### config.mk
export PLATFORM = sky130hd
export DESIGN_NAME = deserializer
export DESIGN_NICKNAME = d
export VERILOG_FILES = /design/src/rtl/deserializer.sv
export SDC_FILE = /design/constraint.sdc
export NUM_CORES = 1
export LEC_CHECK = 0
export CAP_MARGIN = 20
export CELL_PAD_IN_SITES_DETAIL_PLACEMENT = 0
export CELL_PAD_IN_SITES_GLOBAL_PLACEMENT = 1
export CORE_MARGIN = 2
export CORE_UTILIZATION = 42
export DETAILED_ROUTE_END_ITERATION = 10
export HOLD_SLACK_MARGIN = 0.02
export PLACE_DENSITY_LB_ADDON = 0.1
export SLEW_MARGIN = 20
export SYNTH_ARGS = -nofsm -noshare
export SYNTH_HDL_FRONTEND = slang
export SYNTH_SLANG_ARGS = --single-unit
### constraint.sdc
create_clock -name clk_i -period 2.9 [get_ports clk_i]
set_clock_uncertainty 0.05 [all_clocks]
set_input_delay 0.29 -clock clk_i [delete_from_list [all_inputs] [get_ports clk_i]]
set_output_delay 0.29 -clock clk_i [all_outputs]
set_load 0.01 [all_outputs]
### src/rtl/deserializer.sv
// Serial-to-parallel deserializer. Reassembles an MSB-first bit stream into
// left-aligned words, closing a word after DATA_W bits or on the first idle
// cycle once at least MIN_LEN bits have arrived. Shorter bursts are dropped
// and reported with a one-cycle runt pulse.
module deserializer #(
  parameter int unsigned DATA_W  = 16,
  parameter int unsigned MOD_W   = $clog2(DATA_W),
  parameter int unsigned MIN_LEN = 3
) (
  input  logic              clk_i,
  input  logic              srst_i,
  input  logic              ser_data_i,
  input  logic              ser_data_val_i,
  output logic [DATA_W-1:0] deser_data_o,
  output logic [MOD_W-1:0]  deser_data_mod_o,
  output logic              deser_data_val_o,
  output logic              runt_o
);

  typedef enum logic [0:0] {StIdle, StCollect} state_e;

  localparam logic [MOD_W:0]   CntFull = (MOD_W+1)'(DATA_W);
  localparam logic [MOD_W:0]   CntMin  = (MOD_W+1)'(MIN_LEN);
  localparam logic [MOD_W-1:0] TopIdx  = MOD_W'(DATA_W - 1);

  state_e              state_q, state_d;
  logic [MOD_W:0]      cnt_q, cnt_d;
  logic [DATA_W-1:0]   sreg_q, sreg_d;
  logic [DATA_W-1:0]   data_q, data_d;
  logic [MOD_W-1:0]    mod_q, mod_d;
  logic                val_q, val_d;
  logic                runt_q, runt_d;

  logic [MOD_W:0]      cnt_inc;
  logic [MOD_W-1:0]    bit_idx;

  // cnt_q never exceeds DATA_W-1 while collecting, so the index fits MOD_W bits.
  assign cnt_inc = cnt_q + 1'b1;
  assign bit_idx = TopIdx - cnt_q[MOD_W-1:0];

  // Next-state: shift in bits, close words on full count or first idle cycle.
  always_comb begin
    state_d = state_q;
    cnt_d   = cnt_q;
    sreg_d  = sreg_q;
    data_d  = data_q;
    mod_d   = mod_q;
    val_d   = 1'b0;
    runt_d  = 1'b0;

    if (ser_data_val_i) begin
      sreg_d[bit_idx] = ser_data_i;
      if (cnt_inc == CntFull) begin
        // Full word: emit including the bit just received, restart at zero.
        data_d  = sreg_d;
        mod_d   = '0;
        val_d   = 1'b1;
        cnt_d   = '0;
        sreg_d  = '0;
        state_d = StIdle;
      end else begin
        cnt_d   = cnt_inc;
        state_d = StCollect;
      end
    end else begin
      unique case (state_q)
        StIdle: begin
          // Nothing collected; an idle cycle has no effect.
        end
        StCollect: begin
          if (cnt_q >= CntMin) begin
            data_d = sreg_q;
            mod_d  = cnt_q[MOD_W-1:0];
            val_d  = 1'b1;
          end else begin
            runt_d = 1'b1;
          end
          cnt_d   = '0;
          sreg_d  = '0;
          state_d = StIdle;
        end
        default: begin
          cnt_d   = '0;
          sreg_d  = '0;
          state_d = StIdle;
        end
      endcase
    end
  end

  // State register with synchronous reset; a reset discards any partial word.
  always_ff @(posedge clk_i) begin
    if (srst_i) begin
      state_q <= StIdle;
      cnt_q   <= '0;
      sreg_q  <= '0;
      data_q  <= '0;
      mod_q   <= '0;
      val_q   <= 1'b0;
      runt_q  <= 1'b0;
    end else begin
      state_q <= state_d;
      cnt_q   <= cnt_d;
      sreg_q  <= sreg_d;
      data_q  <= data_d;
      mod_q   <= mod_d;
      val_q   <= val_d;
      runt_q  <= runt_d;
    end
  end

  assign deser_data_o     = data_q;
  assign deser_data_mod_o = mod_q;
  assign deser_data_val_o = val_q;
  assign runt_o           = runt_q;

endmodule

==> summary.md, run 1 <==
| Metric | Value |
|---|---|
| Distinct cell type count after synthesis | `40` |
| Sequential share of power | `0.449` |
| Clk buf depth | `2` |
| Commonest cells in the netlist | `44 x dfxtp_1, 27 x o21ai_0, 24 x a21oi_1` |
| Crit end category | `register` |
| Core area | `between 5000 and 6000 um^2` |
| Largest net degree at the start of global routing | `42` |
| Crit Path Max Fanout | `15` |
| Crit path DAT | `2600 ps` |
| Number of global-route vias before repair | `around 1900` |
| First-pass GRT wire length | `9756 um` |
| VDD IR max | `0.0002795 V` |
| Initial antenna violation count | `0` |
| RSZ-0062 raised after global routing | `no` |
| Setup Fix Bufs, Post-CTS | `0` |
| Synth warn | `0` |
| Leak | `0.9561 nW` |
| Async S/R FF share, synth | `0` |
| Detailed placement HPWL | `4025 um` |
| Syn nets | `280` |
| Grt total ovfl | `0` |
| CP Launch Type | `register` |
| Final wirelength | `5860 um` |
| Synth Flop Type | `dfxtp_1` |
| Top Metal Used | `met4` |
| WHS | `444.5 ps` |
| Internal power | `1.022 mW` |
| Status | `finished, final reports clean` |
| Rows | `26` |
| Fraction of layout cells with a size suffix above 1 | `0.1007` |
| Area of the multi-input gates | `1297 um^2` |
| H-tree lvl count | `2` |
| Area delta synth->final | `18.83%` |
| Worst slew pin tran | `917.5 ps` |
| Fin nets | `296` |
| Syn Area/Cell | `approximately 8.5 um^2` |
| WL met3 | `351 um` |
| CP required | `2990 ps` |
| Sequential cell area | `880.8 um^2` |
| Hold Vio Cnt, Final | `0` |
| Clock slew at reported path FFs | `90 ps` |
| Final setup violation count | `0` |
| DR WL/cell | `16.37 um` |
| Die area | `6099 um^2` |
| Top-area cell type share of the netlist area | `0.3820` |
| Hold crit path type | `register to register` |
| CTS resizes | `0` |
| Initial DRC Count | `114` |
| Tot GR Track Use | `0.2039` |
| Hold_buf cts | `0` |
| PD cells | `545.7 nW/um^2` |
| # DRC | `0` |
| Slew Limit Fails | `0` |
| Period minus WS final | `2510 ps` |
| Net Sw Power | `473.6 uW` |
| Die Width | `78.10 um` |
| Post-synthesis cell area | `2306 um^2` |
| Synth top area cells | `dfxtp_1 38%, o21ai_0 5.9%, mux2_1 5.4%` |
| Initial Util | `0.4430` |
| Max Cap Viol | `0` |
| IO Port Bufs | `25` |
| Number of synthesized flops with an enable pin | `0` |
| Io pins | `26` |
| Die Y | `slightly below 80 um` |
| Number of cells produced by synthesis | `271` |
| CTS tree | `done` |
| Metal-1 WL | `3047 um` |
| F_max | `0.3984 GHz` |
| Post-synth top area cell | `dfxtp_1` |
| GP Congestion | `0.8430` |
| Ant diodes | `0` |
| Num CTS Buffers | `5` |
| Met2 wire len | `2365 um` |
| Comb pwr share | `0.220` |
| Clock Power Share | `0.331` |
| WS Path Type | `register to register` |
| Sequential area share after synthesis | `0.3820` |
| Via-per-instance ratio | `5.595` |
| Most common cell in the synthesized netlist | `dfxtp_1` |
| Fin Setup TNS | `0 ps` |
| Clock latency on the worst-skew pair | `300 ps` |
| Number of fill cells | `494` |
| Relative slew slack | `0.3850` |
| Tcrit/Tclk final | `0.8656` |
| CTS Sinks | `44` |
| DR vias | `approximately 2000` |
| DR pass1 iterations | `4` |
| DRT antenna net count | `0` |
| Yosys reg bits | `44` |
| Switching fraction of total power | `0.3167` |
| Root Buffer | `clkbuf_8` |
[worst max-delay path, cell delays in order (launching register included)]
cell,delay (ps)
dfxtp_1,510
ha_1,400
and3_1,240
a311oi_2,190
nor3_2,780
o22ai_1,190
[cell usage in the layout, fill, tap and decap left out, types with 2 or more instances in the layout]
cell type / synthesis / layout
ha_1: 5 / 5
nand2_1: 17 / 17
o211ai_1: 7 / 7
a31oi_1: 2 / 2
mux2_1: 11 / 11
buf_4: 2 / 8
a32o_1: 4 / 4
nand2b_1: 4 / 4
o31ai_1: 7 / 7
clkdlybuf4s50_1: 0 / 25
a21oi_1: 24 / 24
dfxtp_1: 44 / 44
o22ai_1: 15 / 15
nor2_1: 10 / 10
o21ai_0: 27 / 27
inv_1: 5 / 5
nor3_1: 4 / 4
clkbuf_8: 0 / 6
nand3b_1: 2 / 2
nand4_1: 17 / 17
mux2_4: 4 / 4
and3_1: 3 / 3
nor2b_1: 18 / 18
[power groups by stage]
stage / Combinational, mW / Sequential [mW] / Clock (mW)
finish: 0.329 / 0.671 / 0.495
global route: 0.366 / 0.678 / 0.534
CTS: 0.326 / 0.670 / 0.507
detailed placement: 0.324 / 0.684 / 0
global placement: 0.330 / 0.681 / 0
floorplan: 0.225 / 0.676 / 0
[per-layer routing]
metal | vias to the layer above | global-route usage
met5 | - | 0
met4 | 0 | 0.06316
met3 | 13 | 0.04138
met2 | 60 | 0.2819
met1 | 902 | 0.3146
li1 | 1028 | -
[cell families after synthesis]
family                   synth area share
AO/OA/AOI/OAI                      0.2480
AND/OR/NAND/NOR                    0.1932
flip-flops                         0.3820
buffers and inverters             0.05534
multiplexers                      0.09061
adder cells (fa/ha/maj)           0.02713
XOR/XNOR                         0.003799
[flip-flops by register name, indices dropped and copies added, names as in the netlist]
register          flops
runt_o                1
state_q               1
sreg_q               16
cnt_q                 5
deser_data_o         16
deser_data_val_o      1
deser_data_mod_o      4
[metrics by stage]
step	instances	utilization	total power [mW]	area (um^2)	setup slack, ps
after global routing	358	0.5264	1.578	2740	246.4
final	358	0.5264	1.495	2740	389.8
after CTS	358	0.5264	1.502	2740	431.4
after detailed placement	350	0.5031	1.008	2619	439.5
after floorplan	271	-	0.9019	2306	899.1
after global placement	350	0.5031	1.011	2619	503.8
[final timing paths]
kind                                   to  startpoint  cells after the start  slack, ps
worst min register to register  sreg_q[7]   sreg_q[7]                      2        440
worst min-delay path            sreg_q[7]   sreg_q[7]                      2        440
worst max-delay path            sreg_q[3]    cnt_q[0]                      5        390
worst max register to register  sreg_q[3]    cnt_q[0]                      5        390
[final cells by class]
cell class                      instances  share of cell area
Multi-Input combinational cell        196              0.4735
Clock inverter                          2             0.01416
Tap cell                               70             0.03196
Clock buffer                            6             0.03014
Sequential cell                        44              0.3215
Timing Repair Buffer                   34              0.1205
Inverter                                6            0.008219
Note: power is estimated with default switching activity, not from simulation.
==> run 2: changes to the inputs <==
==> constraint.sdc (replaced) <==
create_clock -name clk_i -period 2.9 [get_ports clk_i]
set_clock_uncertainty 0.05 [all_clocks]
set_input_delay 0.87 -clock clk_i [delete_from_list [all_inputs] [get_ports clk_i]]
set_output_delay 0.87 -clock clk_i [all_outputs]
set_load 0.01 [all_outputs]
==> run 2 against run 1 <==
  * Non-clock buffer count grew 3
  * Setup slack lost 150 ps
  * First-iteration DRC count grew 32%
  * Critical endpoint unchanged
  * Global-route usage grew 0.29 points
==> summary.md, run 2 (synthesis results as in run 1) <==
| Metric | Value |
|---|---|
| Slew Limit Fails | `0` |
| # DRC | `0` |
| Hold Startpoint | `sreg_q[11]` |
| Reg-to-reg slack, setup | `510 ps` |
| Initial DRC Count | `150` |
| Die Width | `78.10 um` |
| DR pass1 iterations | `4` |
| Final wirelength | `6023 um` |
| Fin Setup TNS | `0 ps` |
| Crit path DAT | `between 2000 and 3000 ps` |
| Hold Path Cell Cnt | `2` |
| Number of fill cells | `511` |
| Tot GR Track Use | `0.2068` |
| CP Launch Type | `input port` |
| Clk buf depth | `2` |
| Pre-CTS worst setup slack | `-40.78 ps` |
| VDD IR max | `0.0002357 V` |
| Worst slew pin tran | `915.1 ps` |
| Area delta synth->final | `19.32%` |
| Tcrit/Tclk final | `0.9179` |
| Root Buffer | `clkbuf_8` |
| Hold_buf cts | `0` |
| Via-per-instance ratio | `around 5.8` |
| Final setup violation count | `0` |
| Clock latency on the worst-skew pair | `~300 ps` |
| Worst Reg-to-Reg Cells | `6` |
| Initial Util | `0.4430` |
| Hold Vio Cnt, Final | `0` |
| Initial antenna violation count | `0` |
| Leak | `0.9575 nW` |
| H-tree lvl count | `2` |
| Period minus WS final | `2662 ps` |
| Area of the multi-input gates | `1297 um^2` |
| GP Congestion | `0.8346` |
| Crit Path Max Fanout | `15` |
| Reg2reg end | `sreg_q[3]` |
| Hold crit path type | `register to register` |
| Ant diodes | `0` |
| Rows | `26` |
| CP required | `about 3000 ps` |
| Hold path endpoint | `sreg_q[11]` |
| Max Cap Viol | `0` |
| Leading cell type in the layout, fill and taps excluded | `dfxtp_1` |
| Fraction of layout cells with a size suffix above 1 | `0.1100` |
| PD cells | `520.1 nW/um^2` |
| First-pass GRT wire length | `9970 um` |
| Commonest cells after routing, fill and taps aside | `44 x dfxtp_1, 27 x o21ai_0, 25 x clkdlybuf4s50_1` |
| Crit end category | `register` |
| Setup Fix Bufs, Post-CTS | `0` |
| Number of global-route vias before repair | `1861` |
| Sequential cell area | `~880 um^2` |
| Die area | `6099 um^2` |
| Relative slew slack | `0.3866` |
| WHS | `roughly 440 ps` |
| Largest net degree at the start of global routing | `37` |
| Fin nets | `between 200 and 300` |
| RSZ-0062 raised after global routing | `no` |
| Io pins | `26` |
| Clock slew at reported path FFs | `90 ps` |
| Status | `finished, final reports clean` |
| Die Y | `between 70 and 80 um` |
| DR vias | `2089` |
| Num CTS Buffers | `5` |
| Detailed placement HPWL | `just over 4000 um` |
| F_max | `roughly 0.38 GHz` |
| CTS tree | `done` |
| Core area | `around 5200 um^2` |
| Total power | `about 1.4 mW` |
| IO Port Bufs | `25` |
| Reg-to-Reg Start | `cnt_q[0]` |
| DR WL/cell | `16.68 um` |
| WS Path Type | `input port to register` |
| Grt total ovfl | `0` |
| CTS resizes | `0` |
| CTS Sinks | `44` |
| Final setup margin | `238.1 ps` |
| DRT antenna net count | `0` |
==> run 2: changes by cell type in the layout (fill, tap and decap cells not counted) <==
cell,before,now
clkinvlp_4,0,2
buf_12,1,2
bufinv_16,1,0
clkinv_4,1,0
buf_4,8,10
==> run 2: worst max-delay path by stage <==
stage | startpoint | end | slack (ps)
after detailed placement | srst_i | sreg_q[3] | -40
after global routing | srst_i | sreg_q[11] | 110
final | srst_i | sreg_q[3] | 240
after CTS | srst_i | sreg_q[3] | 250
after floorplan | srst_i | sreg_q[10] | 610
after global placement | srst_i | sreg_q[11] | -100
==> run 2: layer usage <==
layer / GRT usage / part of all wire / vias to the layer above
met1: 0.3232 / 0.52 / 989
li1: - / - / 1039
met4: 0.05263 / 0.0046 / 0
met2: 0.2810 / 0.42 / 59
met5: 0 / 0 / -
met3: 0.04943 / 0.055 / 2
==> run 2: worst max-delay path, stage by stage <==
cell	delay [ps]
clkdlybuf4s50_1	600
buf_4	170
nand2b_1	110
a311oi_2	60
nor3_2	750
o22ai_1	180
==> run 2: through the flow <==
step           utilization  cells  instance area (um^2)
2_1_floorplan            -    271                  2306
3_5_place_dp        0.5099    353                  2654
5_1_grt             0.5286    361                  2751
4_1_cts             0.5286    361                  2751
6_report            0.5286    361                  2751
3_3_place_gp        0.5099    353                  2654
==> run 2: final cells by class <==
type	count	share of cell area
inverter	6	0.008186
timing repair buffer	37	0.1328
clock inverter	2	0.005457
multi-input combinational	196	0.4716
sequential	44	0.3201
clock buffer	6	0.03001
tap	70	0.03183
==> run 2: power breakdown <==
part	total [mW]	switching (mW)	leakage (nW)	internal (mW)
combinational	0.364	0.243	0.558	0.121
sequential	0.653	0.0204	0.356	0.632
clock	0.414	0.221	0.0434	0.193
